### src/rtl/adc_uart_pkg.sv
// ============================================================================
//  Module      : adc_uart_pkg
//  Description : Shared types and constants for the ADC-to-UART packetizer.
//  Revision    : 1.0 - initial release
// ============================================================================
`default_nettype none

package adc_uart_pkg;

    localparam int          FRAME_LEN     = 5;
    localparam int          SEQ_W         = 6;
    localparam int          CHAN_W_FIXED  = 2;
    localparam logic [7:0]  SYNC_BYTE_DEF = 8'hA5;

    typedef enum logic [2:0] {
        ST_IDLE = 3'd0,
        ST_SYNC = 3'd1,
        ST_HDR  = 3'd2,
        ST_DHI  = 3'd3,
        ST_DLO  = 3'd4,
        ST_CSUM = 3'd5
    } state_t;

    typedef struct packed {
        logic [CHAN_W_FIXED-1:0] chan;
        logic [SEQ_W-1:0]        seq;
        logic [15:0]             data16;
    } frame_t;

    function automatic logic [7:0] frame_csum(input frame_t f);
        return {f.chan, f.seq} ^ f.data16[15:8] ^ f.data16[7:0];
    endfunction

endpackage

`default_nettype wire

### src/rtl/adc_uart_packetizer.sv
// ============================================================================
//  Module      : adc_uart_packetizer
//  Description : Frames ADC samples into 5-byte packets on a valid/ready byte
//                stream, with a one-deep pending slot and a drop counter.
//  Revision    : 1.0 - initial release
// ============================================================================
`default_nettype none

module adc_uart_packetizer
    import adc_uart_pkg::*;
#(
    parameter int         SAMPLE_W  = 12,
    parameter int         CHAN_W    = 2,
    parameter logic [7:0] SYNC_BYTE = SYNC_BYTE_DEF
) (
    input  logic                sys_clk,
    input  logic                sys_rst,
    input  logic                smp_stb,
    input  logic [SAMPLE_W-1:0] smp_data,
    input  logic [CHAN_W-1:0]   smp_chan,
    output logic                tx_valid,
    input  logic                tx_ready,
    output logic [7:0]          tx_data,
    output logic                busy,
    output logic [7:0]          drop_cnt
);

    state_t           r_state;
    state_t           w_state_nxt;
    frame_t           r_frame;
    frame_t           r_slot;
    logic             r_slot_full;
    logic [SEQ_W-1:0] r_seq;
    logic [7:0]       r_drop_cnt;
    logic             r_tx_valid;
    logic [7:0]       r_tx_data;

    logic             w_fire;
    logic             w_take;
    logic             w_accept;
    logic             w_drop;
    logic [15:0]      w_data16;
    logic [7:0]       w_byte_nxt;

    always_comb begin
        w_data16               = '0;
        w_data16[SAMPLE_W-1:0] = smp_data;
    end

    assign w_fire = r_tx_valid & tx_ready;

    always_comb begin
        w_state_nxt = r_state;
        w_take      = 1'b0;
        unique case (r_state)
            ST_IDLE: begin
                if (r_slot_full) begin
                    w_state_nxt = ST_SYNC;
                    w_take      = 1'b1;
                end
            end
            ST_SYNC: if (w_fire) w_state_nxt = ST_HDR;
            ST_HDR:  if (w_fire) w_state_nxt = ST_DHI;
            ST_DHI:  if (w_fire) w_state_nxt = ST_DLO;
            ST_DLO:  if (w_fire) w_state_nxt = ST_CSUM;
            ST_CSUM: begin
                if (w_fire) begin
                    // Chain straight into the pending frame to avoid an idle bubble
                    if (r_slot_full) begin
                        w_state_nxt = ST_SYNC;
                        w_take      = 1'b1;
                    end else begin
                        w_state_nxt = ST_IDLE;
                    end
                end
            end
            default: w_state_nxt = ST_IDLE;
        endcase
    end

    // The byte for the upcoming state; SYNC needs no frame content, so loading
    // the frame register on the same edge is safe.
    always_comb begin
        w_byte_nxt = 8'h00;
        unique case (w_state_nxt)
            ST_SYNC: w_byte_nxt = SYNC_BYTE;
            ST_HDR:  w_byte_nxt = {r_frame.chan, r_frame.seq};
            ST_DHI:  w_byte_nxt = r_frame.data16[15:8];
            ST_DLO:  w_byte_nxt = r_frame.data16[7:0];
            ST_CSUM: w_byte_nxt = frame_csum(r_frame);
            default: w_byte_nxt = 8'h00;
        endcase
    end

    assign w_accept = smp_stb & (~r_slot_full | w_take);
    assign w_drop   = smp_stb & r_slot_full & ~w_take;

    always_ff @(posedge sys_clk or negedge sys_rst) begin
        if (!sys_rst) begin
            r_state     <= ST_IDLE;
            r_frame     <= '0;
            r_slot      <= '0;
            r_slot_full <= 1'b0;
            r_seq       <= '0;
            r_drop_cnt  <= 8'h00;
            r_tx_valid  <= 1'b0;
            r_tx_data   <= 8'h00;
        end else begin
            r_state    <= w_state_nxt;
            r_tx_valid <= (w_state_nxt != ST_IDLE);
            r_tx_data  <= w_byte_nxt;
            if (w_take) begin
                r_frame <= r_slot;
            end
            if (w_accept) begin
                r_slot      <= '{chan: smp_chan, seq: r_seq, data16: w_data16};
                r_slot_full <= 1'b1;
            end else if (w_take) begin
                r_slot_full <= 1'b0;
            end
            if (smp_stb) begin
                r_seq <= r_seq + 1'b1;
            end
            if (w_drop && (r_drop_cnt != 8'hFF)) begin
                r_drop_cnt <= r_drop_cnt + 8'd1;
            end
        end
    end

    assign tx_valid = r_tx_valid;
    assign tx_data  = r_tx_data;
    assign busy     = (r_state != ST_IDLE) | r_slot_full;
    assign drop_cnt = r_drop_cnt;

endmodule

`default_nettype wire
### config.mk
export PLATFORM = sky130hd
export DESIGN_NAME = adc_uart_packetizer
export DESIGN_NICKNAME = d
export VERILOG_FILES = /design/src/rtl/adc_uart_pkg.sv /design/src/rtl/adc_uart_packetizer.sv
export SDC_FILE = /design/constraint.sdc
export NUM_CORES = 1
export LEC_CHECK = 0
export CAP_MARGIN = 20
export CORE_MARGIN = 2
export CORE_UTILIZATION = 60
export CTS_CLUSTER_SIZE = 16
export DETAILED_ROUTE_END_ITERATION = 8
export GPL_TIMING_DRIVEN = 0
export PLACE_DENSITY = 0.81
export SLEW_MARGIN = 5
export SYNTH_ARGS = -nofsm -noshare
export SYNTH_HDL_FRONTEND = slang
export SYNTH_SLANG_ARGS = --single-unit
### constraint.sdc
create_clock -name sys_clk -period 2.9 [get_ports sys_clk]
set_clock_uncertainty 0.05 [all_clocks]
set_input_delay 0.58 -clock sys_clk [delete_from_list [all_inputs] [get_ports sys_clk]]
set_output_delay 0.58 -clock sys_clk [all_outputs]
set_load 0.03 [all_outputs]
; ---- Word level (Yosys, flattened, before mapping)
; Index checks and enable logic that the tools add are counted.
[classes]
bitwise = 10
addsub = 2
shifts = 0
magnitude_cmp = 0
div_mod_pow = 0
mul = 0
eq_ne = 11
muxes = 14
reduce_logical = 5
[ops]
columns = operator, count
row1 = $pmux 8 s5, 1
row2 = $mux 3, 6
row3 = $pmux 3 s6, 1
row4 = $eq 3x2->1 const B, 4
row5 = $eq 3x3->1 const B, 4
row6 = $add 8x1->8 const B, 1
row7 = $ne 8x8->1 const B, 1
row8 = $xor 8x4->8, 1
row9 = $xor 8x8->8, 1
row10 = $add 6x1->6 const B, 1
row11 = $eq 3x1->1 const B, 2
row12 = $reduce_bool 3->1, 2
row13 = $mux 1, 5
row14 = $and 1x1->1, 4
row15 = $logic_not 3->1, 1
row16 = $not 1->1, 2
row17 = $or 1x1->1, 2
row18 = $pmux 1 s2, 1
row19 = $reduce_bool 2->1, 1
row20 = $logic_and 1x1->1, 1
[totals]
ff_bits = 67
rom_bits = 0
memories = 0
in_bits = 18
ramBits = 0
latchBits = 0
wordCells = 54
out_inout_bits = 18

; ---- Longest topological paths before layout
[depth]
word_depth = 6
depth_mapped = 7
mapped_depth_nobuf = 6

; ---- Least setup slack after synthesis
; OpenSTA, ideal clock, no wires.
[synth_path]
kind = register to register
from = register r_tx_valid, in the netlist tx_valid
to = register r_slot[0] (netlist bit)
n_path_buf = 2
stages_incl_launch_ff = 8
arrival_ps = 1643
path_slack_ps = 1082
synth_period_minus_slack_ps = 1818
required_time_ps = 2725
setup_ps = 125
path_cell_list = dfrtp_1 > and3_1 > buf_6 > a21oi_4 > o21ai_2 > nand2_1 > buf_6 > mux2_4
[synth_via]
elab_chain_cells = 5
[synth_lines]
columns = element, line
row1 = "start, declared", adc_uart_packetizer.sv:35  ; logic r_tx_valid;
row2 = "start signal, assigned", adc_uart_packetizer.sv:110  ; r_tx_valid <= (w_state_nxt != ST_IDLE);
row3 = $and 1x1->1, adc_uart_packetizer.sv:50  ; assign w_fire = r_tx_valid & tx_ready;
row4 = $mux 1, adc_uart_packetizer.sv:67  ; if (w_fire) begin
row5 = $pmux 1 s2, adc_uart_packetizer.sv:55  ; unique case (r_state)
row6 = $or 1x1->1, adc_uart_packetizer.sv:95  ; assign w_accept = smp_stb & (~r_slot_full | w_take);
row7 = $and 1x1->1, adc_uart_packetizer.sv:95
row8 = "end signal, assigned", adc_uart_packetizer.sv:116  ; r_slot <= '{chan: smp_chan, seq: r_seq, data16: w_data16};
row9 = "end, declared", adc_uart_packetizer.sv:31  ; frame_t r_slot;
; Every way passes these cells.
; A chain may end at the register's enable or synchronous reset.

; ---- Worst setup path in the final report
[layout_path]
from = register r_state[2]
to = output busy
[layout_via]
elab_chain_cells = 2
[layout_lines]
columns = element, line
row1 = "start, declared", adc_uart_packetizer.sv:28  ; state_t r_state;
row2 = "start signal, assigned", adc_uart_packetizer.sv:109  ; r_state <= w_state_nxt;
row3 = $reduce_bool 3->1, adc_uart_packetizer.sv:132  ; assign busy = (r_state != ST_IDLE) | r_slot_full;
row4 = $or 1x1->1, adc_uart_packetizer.sv:132
row5 = "end, declared", adc_uart_packetizer.sv:24  ; output logic busy,
; Every way passes these cells.

==> results.toml <==
[power_and_ir_drop]
intPower_w = 0.003120
p_per_area_nw_per_um2 = 1255
vdd_drop_max_uv = 666.0
p_sw_w = 0.001935
switching_share = 0.3829
p_seq_frac = 0.353
p_comb_frac = 0.487
p_leak_nw = 1.768
clkPwrFrac = 0.160

[flow_run]
maxCapViolCount = 0

[placement]
dp_hpwl_um = 4871
globalplace.congestion = 0.8740
dp_cells = 389
portBuffers = 34

[detailed_routing]
drtPass1Iterations = 5
wl_per_cell_um = 17.38
drt_iter0_drc = 185
routed_via_density = 5.822
drc_errors = 0
wl_um = 7038
drtAntennaViolNets = 0
vias = 2358

[synthesis]
synth_top_area_frac = 0.4954
syn_avg_cell_area_um2 = 11.96
synthCells = 283
synth_seq_cells = 67
synth.area.top_cells = "dfrtp_1 (50%), mux2_4 (9.3%), mux2_2 (7.0%)"
yosys_warnings = 0
syn_nets = 303
ys_types = 50
syn_area_um2 = 3384
seq_area_frac_synth = 0.4954
synth_top_cell_by_area = "dfrtp_1"

[clocking]
ctsHoldBuffers = 0
cts_setup_buffers = 0
clk_pin_slew_ps = 70
ctsLongestPathBuffers = 2
ctsResizeCount = 0
htree_levels = 3
cts_tree = "done"
cts_buffers = 9
clk_latency_ps = 340
clock-sinks = 67
cts-root-buf = "clkbuf_8"

[die]
start_util = 0.6184
fp.dieArea_um2 = 6258
io-pin-count = 36
num_rows = 27
die_w_um = 79.11
die_h_um = 79.11
core_area_um2 = 5473

[sta]
fin_hold_ws_ps = 260.7
worst_slew_pin_slew_ps = 832.5
maxSlewHeadroom = 0.4450
period_needed_ps = 2606
rsz0062_at_grt = "false"
max_freq_mhz = 383.8
slew_viol_final = 0
finalHoldViolCount = 0
period_share = 0.8985
setup_viol = 0
fin_setup_tns_ps = 0

[worst_setup_path]
path_max_fanout = 6
cp-start-kind = "flip-flop"
arrival_ps = 1980
path_class = "flip-flop to output port"
end_kind = "output port"
required_ps = 2270

[finish]
n_antenna_cell = 0
mostFrequentLayoutCells = "dfrtp_1 (67), clkdlybuf4s50_1 (33), mux2_2 (21), mux2_4 (21), nand2_1 (18)"
drive_above_1_share = 0.2492
final_common_cell = "dfrtp_1"
nets = 348
area_delta_synth_final_pct = 18.96
final_cells = 405

[grt]
grt_use_total = 0.2478
grt_pass1_vias = 2303
grt_max_degree = 68
grt_pass1_wl_um = 11700
overflow = 0
antenna_found_initial = 0

[run_status]
outcome = "completed"

[hold_path]
worst_hold_path_type = "input pin to async pin"
[logic make-up (layout without fill, tap and decap cells)]
kind of cell    count (synthesis)  in the layout  share of synthesized area
buf+inv                        24             74                    0.04473
compound gates                 46             46                    0.09464
mux                            47             47                     0.1778
fa+ha+maj                       5              5                    0.01627
xor+xnor                       20             20                    0.05176
flops                          67             67                     0.4954
simple gates                   74             74                     0.1194
[stage by stage]
| step | setup slack, ps | power, W | area (um^2) | util |
|---|---|---|---|---|
| after floorplan | 1082 | 0.003575 | 3385 | - |
| after global placement | -966.0 | 0.004129 | 3815 | 0.6971 |
| after detailed placement | 431.6 | 0.004246 | 3812 | 0.6966 |
| after CTS | 285.7 | 0.005063 | 4026 | 0.7357 |
| after global routing | 225.4 | 0.005370 | 4026 | 0.7357 |
| final | 294.4 | 0.005055 | 4026 | 0.7357 |
[power groups by stage]
stage               combinational [W]  sequential, W  clock (W)
floorplan                     0.00172        0.00186          0
global placement              0.00236        0.00177          0
detailed placement            0.00245        0.00180          0
CTS                           0.00246        0.00178   0.000821
global route                  0.00266        0.00184   0.000864
finish                        0.00246        0.00178   0.000811
[critical path, cell delays in order, from the launching register on]
cell	delay (ps)
dfrtp_1	450
or3_4	420
nor2_1	140
inv_1	50
clkdlybuf4s50_1	580
[cells in the mapped netlist (all sizes together)]
library cell,instances
nor2b,3
inv,7
nand3b,1
dfrtp,67
mux2,42
o31ai,1
maj3,3
o21ai,10
a21oi,17
buf,17
and2,3
a2bb2oi,1
o221ai,2
a31oi,2
xnor2,15
and3,4
o32ai,1
mux2i,5
nand3,6
a31o,1
o211ai,2
nand4,7
o22ai,1
a21o,1
nor2,14
a211o,1
nor3,6
xor2,5
o211a,1
a32oi,1
a22oi,1
nor3b,2
a221o,2
o2111a,1
nor4,2
nand4b,1
nand2b,5
ha,2
nand2,18
or3,2
[metal layers]
layer,GRT usage,routed length [um],up-vias
li1,-,-,1094
met5,0,0,-
met1,0.3496,3161,1172
met2,0.3873,3407,77
met3,0.03750,362,15
met4,0.1000,106,0
[flip-flops by register name (all words and copies together), names as in the netlist]
name,cells
r_slot_full,1
r_state,3
tx_valid,1
r_frame,20
tx_data,8
drop_cnt,8
r_seq,6
r_slot,20
[worst paths after layout]
check | start | endpoint | slack (ps) | cells past startpoint
worst max-delay path | r_state[2] | busy | 290 | 4
worst min-delay path | sys_rst | drop_cnt[4] | 260 | 1
worst max register to register | r_state[2] | tx_data[5] | 940 | 5
worst min register to register | r_seq[5] | r_seq[5] | 430 | 1
max in group asynchronous | sys_rst | drop_cnt[2] | 1960 | 1
min in group sys_clk | r_seq[5] | r_seq[5] | 430 | 1
[area by class of cell]
| cell class | instances | area, um^2 |
|---|---|---|
| clock inverter | 3 | 45.04 |
| clock buffer | 13 | 168.9 |
| inverter | 7 | 26.28 |
| timing repair buffer | 34 | 337.8 |
| tap | 72 | 90.09 |
| multi-input combinational | 192 | 1556 |
| buffer | 17 | 125.1 |
| sequential | 67 | 1677 |
| fill | 399 | 1446 |
Power figures use the tool's default switching activity.
==> edit (same flow settings) <==
The 6 states of `state_t` get a Gray code encoding in 3 bits.
--- a/src/rtl/adc_uart_pkg.sv
+++ b/src/rtl/adc_uart_pkg.sv
@@ -14,10 +14,10 @@
 
     typedef enum logic [2:0] {
-        ST_IDLE = 3'd0,
-        ST_SYNC = 3'd1,
-        ST_HDR  = 3'd2,
-        ST_DHI  = 3'd3,
-        ST_DLO  = 3'd4,
-        ST_CSUM = 3'd5
+        ST_IDLE = 3'b000,
+        ST_SYNC = 3'b001,
+        ST_HDR  = 3'b011,
+        ST_DHI  = 3'b010,
+        ST_DLO  = 3'b110,
+        ST_CSUM = 3'b111
     } state_t;
 
Behaviour: no difference found for any inputs over 10 cycles, from zero or initial values and one cycle with sys_rst low; not proved beyond that.
==> edit against the original RTL <==
  * Wire length fell by 31%
  * Power down 16%
  * Setup slack better by 7.0 ps
  * Sequential cell count stayed put
  * Non-clock buffer count is 11 lower
  * Synthesized cell count is 26% lower
  * First-iteration DRC count down 26%
  * Sequential share of layout area is 5.3 points higher
  * Synthesized area is 12% lower
  * Final area is 11% lower
  * Critical path type unchanged
  * Highest routed layer unchanged
==> edit: results <==
set metrics [dict create \
    status "finished, final reports clean" \
    globalplace.congestion 0.8613 \
    dr_total_vias 1715 \
    worst-r2r-setup-slack_ps 1080 \
    drt_first_pass_iters 6 \
    vdd_ir_drop_max_v 0.0006910 \
    synth-seq-area-share_pct 56.14 \
    drtIter0Drc 136 \
    timing.reg2reg.worst_path_depth 4 \
    avgRoutedWirePerCell_um 14.97 \
    grt_usage_pct 20.37 \
    p_leak_nw 1.590 \
    grt_pass1_wl_mm 8.231 \
    detail_route.vias_per_cell 5.277 \
    layout-drive-gt1-share_pct 22.87 \
    crit_path_max_fanout 5 \
    critical_path.endpoint "busy" \
    swShare_pct 36.04 \
    antenna_found_initial 0 \
    cp-startpoint "r_state[1]$_DFF_PN0_" \
    clock_latency_ps 330 \
    layout.nets 274 \
    r2r-end "drop_cnt[1]$_DFFE_PN0P_" \
    crit_family "simple AND/OR/NAND/NOR gates" \
    top_cells_by_instance_count_after_synthesis "67 x sky130_fd_sc_hd__dfrtp_1, 20 x sky130_fd_sc_hd__mux2_4, 16 x sky130_fd_sc_hd__mux2_1, 12 x sky130_fd_sc_hd__nand2_1, 11 x sky130_fd_sc_hd__xnor2_1" \
    synthesis.nets 229 \
    synth_top_cells_by_area "sky130_fd_sc_hd__dfrtp_1 56%, sky130_fd_sc_hd__mux2_4 10%, sky130_fd_sc_hd__mux2_1 6.0%" \
    detailed_place_hpwl_mm 3.411 \
    synth_cell_type_count 47 \
    regToRegStartpoint "drop_cnt[0]$_DFFE_PN0P_" \
    cts.htree.levels 3 \
    crit_slowest_cell "sky130_fd_sc_hd__clkdlybuf4s50_1" \
    max-slew-margin-rel_pct 46.27 \
    placed_cells_incl_taps 310 \
    worst_setup_hold_path_clk_slew_ps 70 \
    avgSynthCellArea_sq_um 14.29 \
]
[edit: cell count changes after synthesis, moves of 5 or more]
cell,unedited run,this run
sky130_fd_sc_hd__a21oi_1,15,3
sky130_fd_sc_hd__mux2_2,21,6
sky130_fd_sc_hd__buf_4,6,0
sky130_fd_sc_hd__mux2_1,0,16
sky130_fd_sc_hd__nand2_1,18,12
sky130_fd_sc_hd__o21ai_0,9,4
sky130_fd_sc_hd__nor2_1,14,3
[edit: power by group through the flow]
stage          sequential [W]  clock [W]  combinational (W)
6_report              0.00176   0.000642            0.00185
2_1_floorplan         0.00186          0            0.00126
4_1_cts               0.00177   0.000660            0.00187
3_3_place_gp          0.00176          0            0.00181
3_5_place_dp          0.00178          0            0.00186
5_1_grt               0.00183   0.000698            0.00202
[edit: worst min-delay path by stage]
stage	to	depth (start not counted)	startpoint	slack, ps
floorplan	drop_cnt[0]$_DFFE_PN0P_	0	sys_rst	230
global placement	r_seq[5]$_DFFE_PN0P_	1	r_seq[5]$_DFFE_PN0P_	410
detailed placement	r_seq[5]$_DFFE_PN0P_	1	r_seq[5]$_DFFE_PN0P_	410
CTS	drop_cnt[3]$_DFFE_PN0P_	1	sys_rst	310
global route	drop_cnt[3]$_DFFE_PN0P_	1	sys_rst	350
finish	drop_cnt[3]$_DFFE_PN0P_	1	sys_rst	290
[edit: kinds of logic after synthesis]
| logic type | count (synthesis) | synth area share, % |
|---|---|---|
| fa+ha+maj | 2 | 0.8377 |
| buf+inv | 10 | 2.220 |
| mux | 47 | 20.44 |
| compound gates | 22 | 5.907 |
| simple gates | 42 | 8.882 |
| xor+xnor | 19 | 5.572 |
| flops | 67 | 56.14 |
[edit: metal layers]
layer  GRT usage (%)  share of wire, %  up-vias
met5               0                 0        -
met4           8.532               1.9        0
met3           6.504               4.5        9
met2           31.27                48       41
met1           26.96                46      830
li1                -                 -      835
[edit: area by class of cell]
| cell class | instances | area [sq um] |
|---|---|---|
| inverters | 4 | 17.52 |
| plain buffers | 6 | 48.80 |
| multi-input cells | 132 | 1244 |
| flip-flops and latches | 67 | 1677 |
| repair buffers | 34 | 337.8 |
| clock buffers | 13 | 148.9 |
| fillers | 316 | 1185 |
| clock inverters | 2 | 12.51 |
| well taps | 67 | 83.83 |
[edit: stage by stage]
stage,setup slack [ps],instance area (sq um),TNS [ps]
6_report,301.4,3570,0
5_1_grt,248.6,3570,0
4_1_cts,282.1,3570,0
3_5_place_dp,521.7,3408,0
3_3_place_gp,-893.1,3411,-59690
2_1_floorplan,1065,2987,0
[edit: worst reg2reg max path: cells and delay by family, from the launching register on]
| family | cells | cell delay [ps] |
|---|---|---|
| adders and majority gates | 1 | 260 |
| DFF | 1 | 420 |
| muxes | 1 | 360 |
| and+or+nand+nor | 2 | 610 |
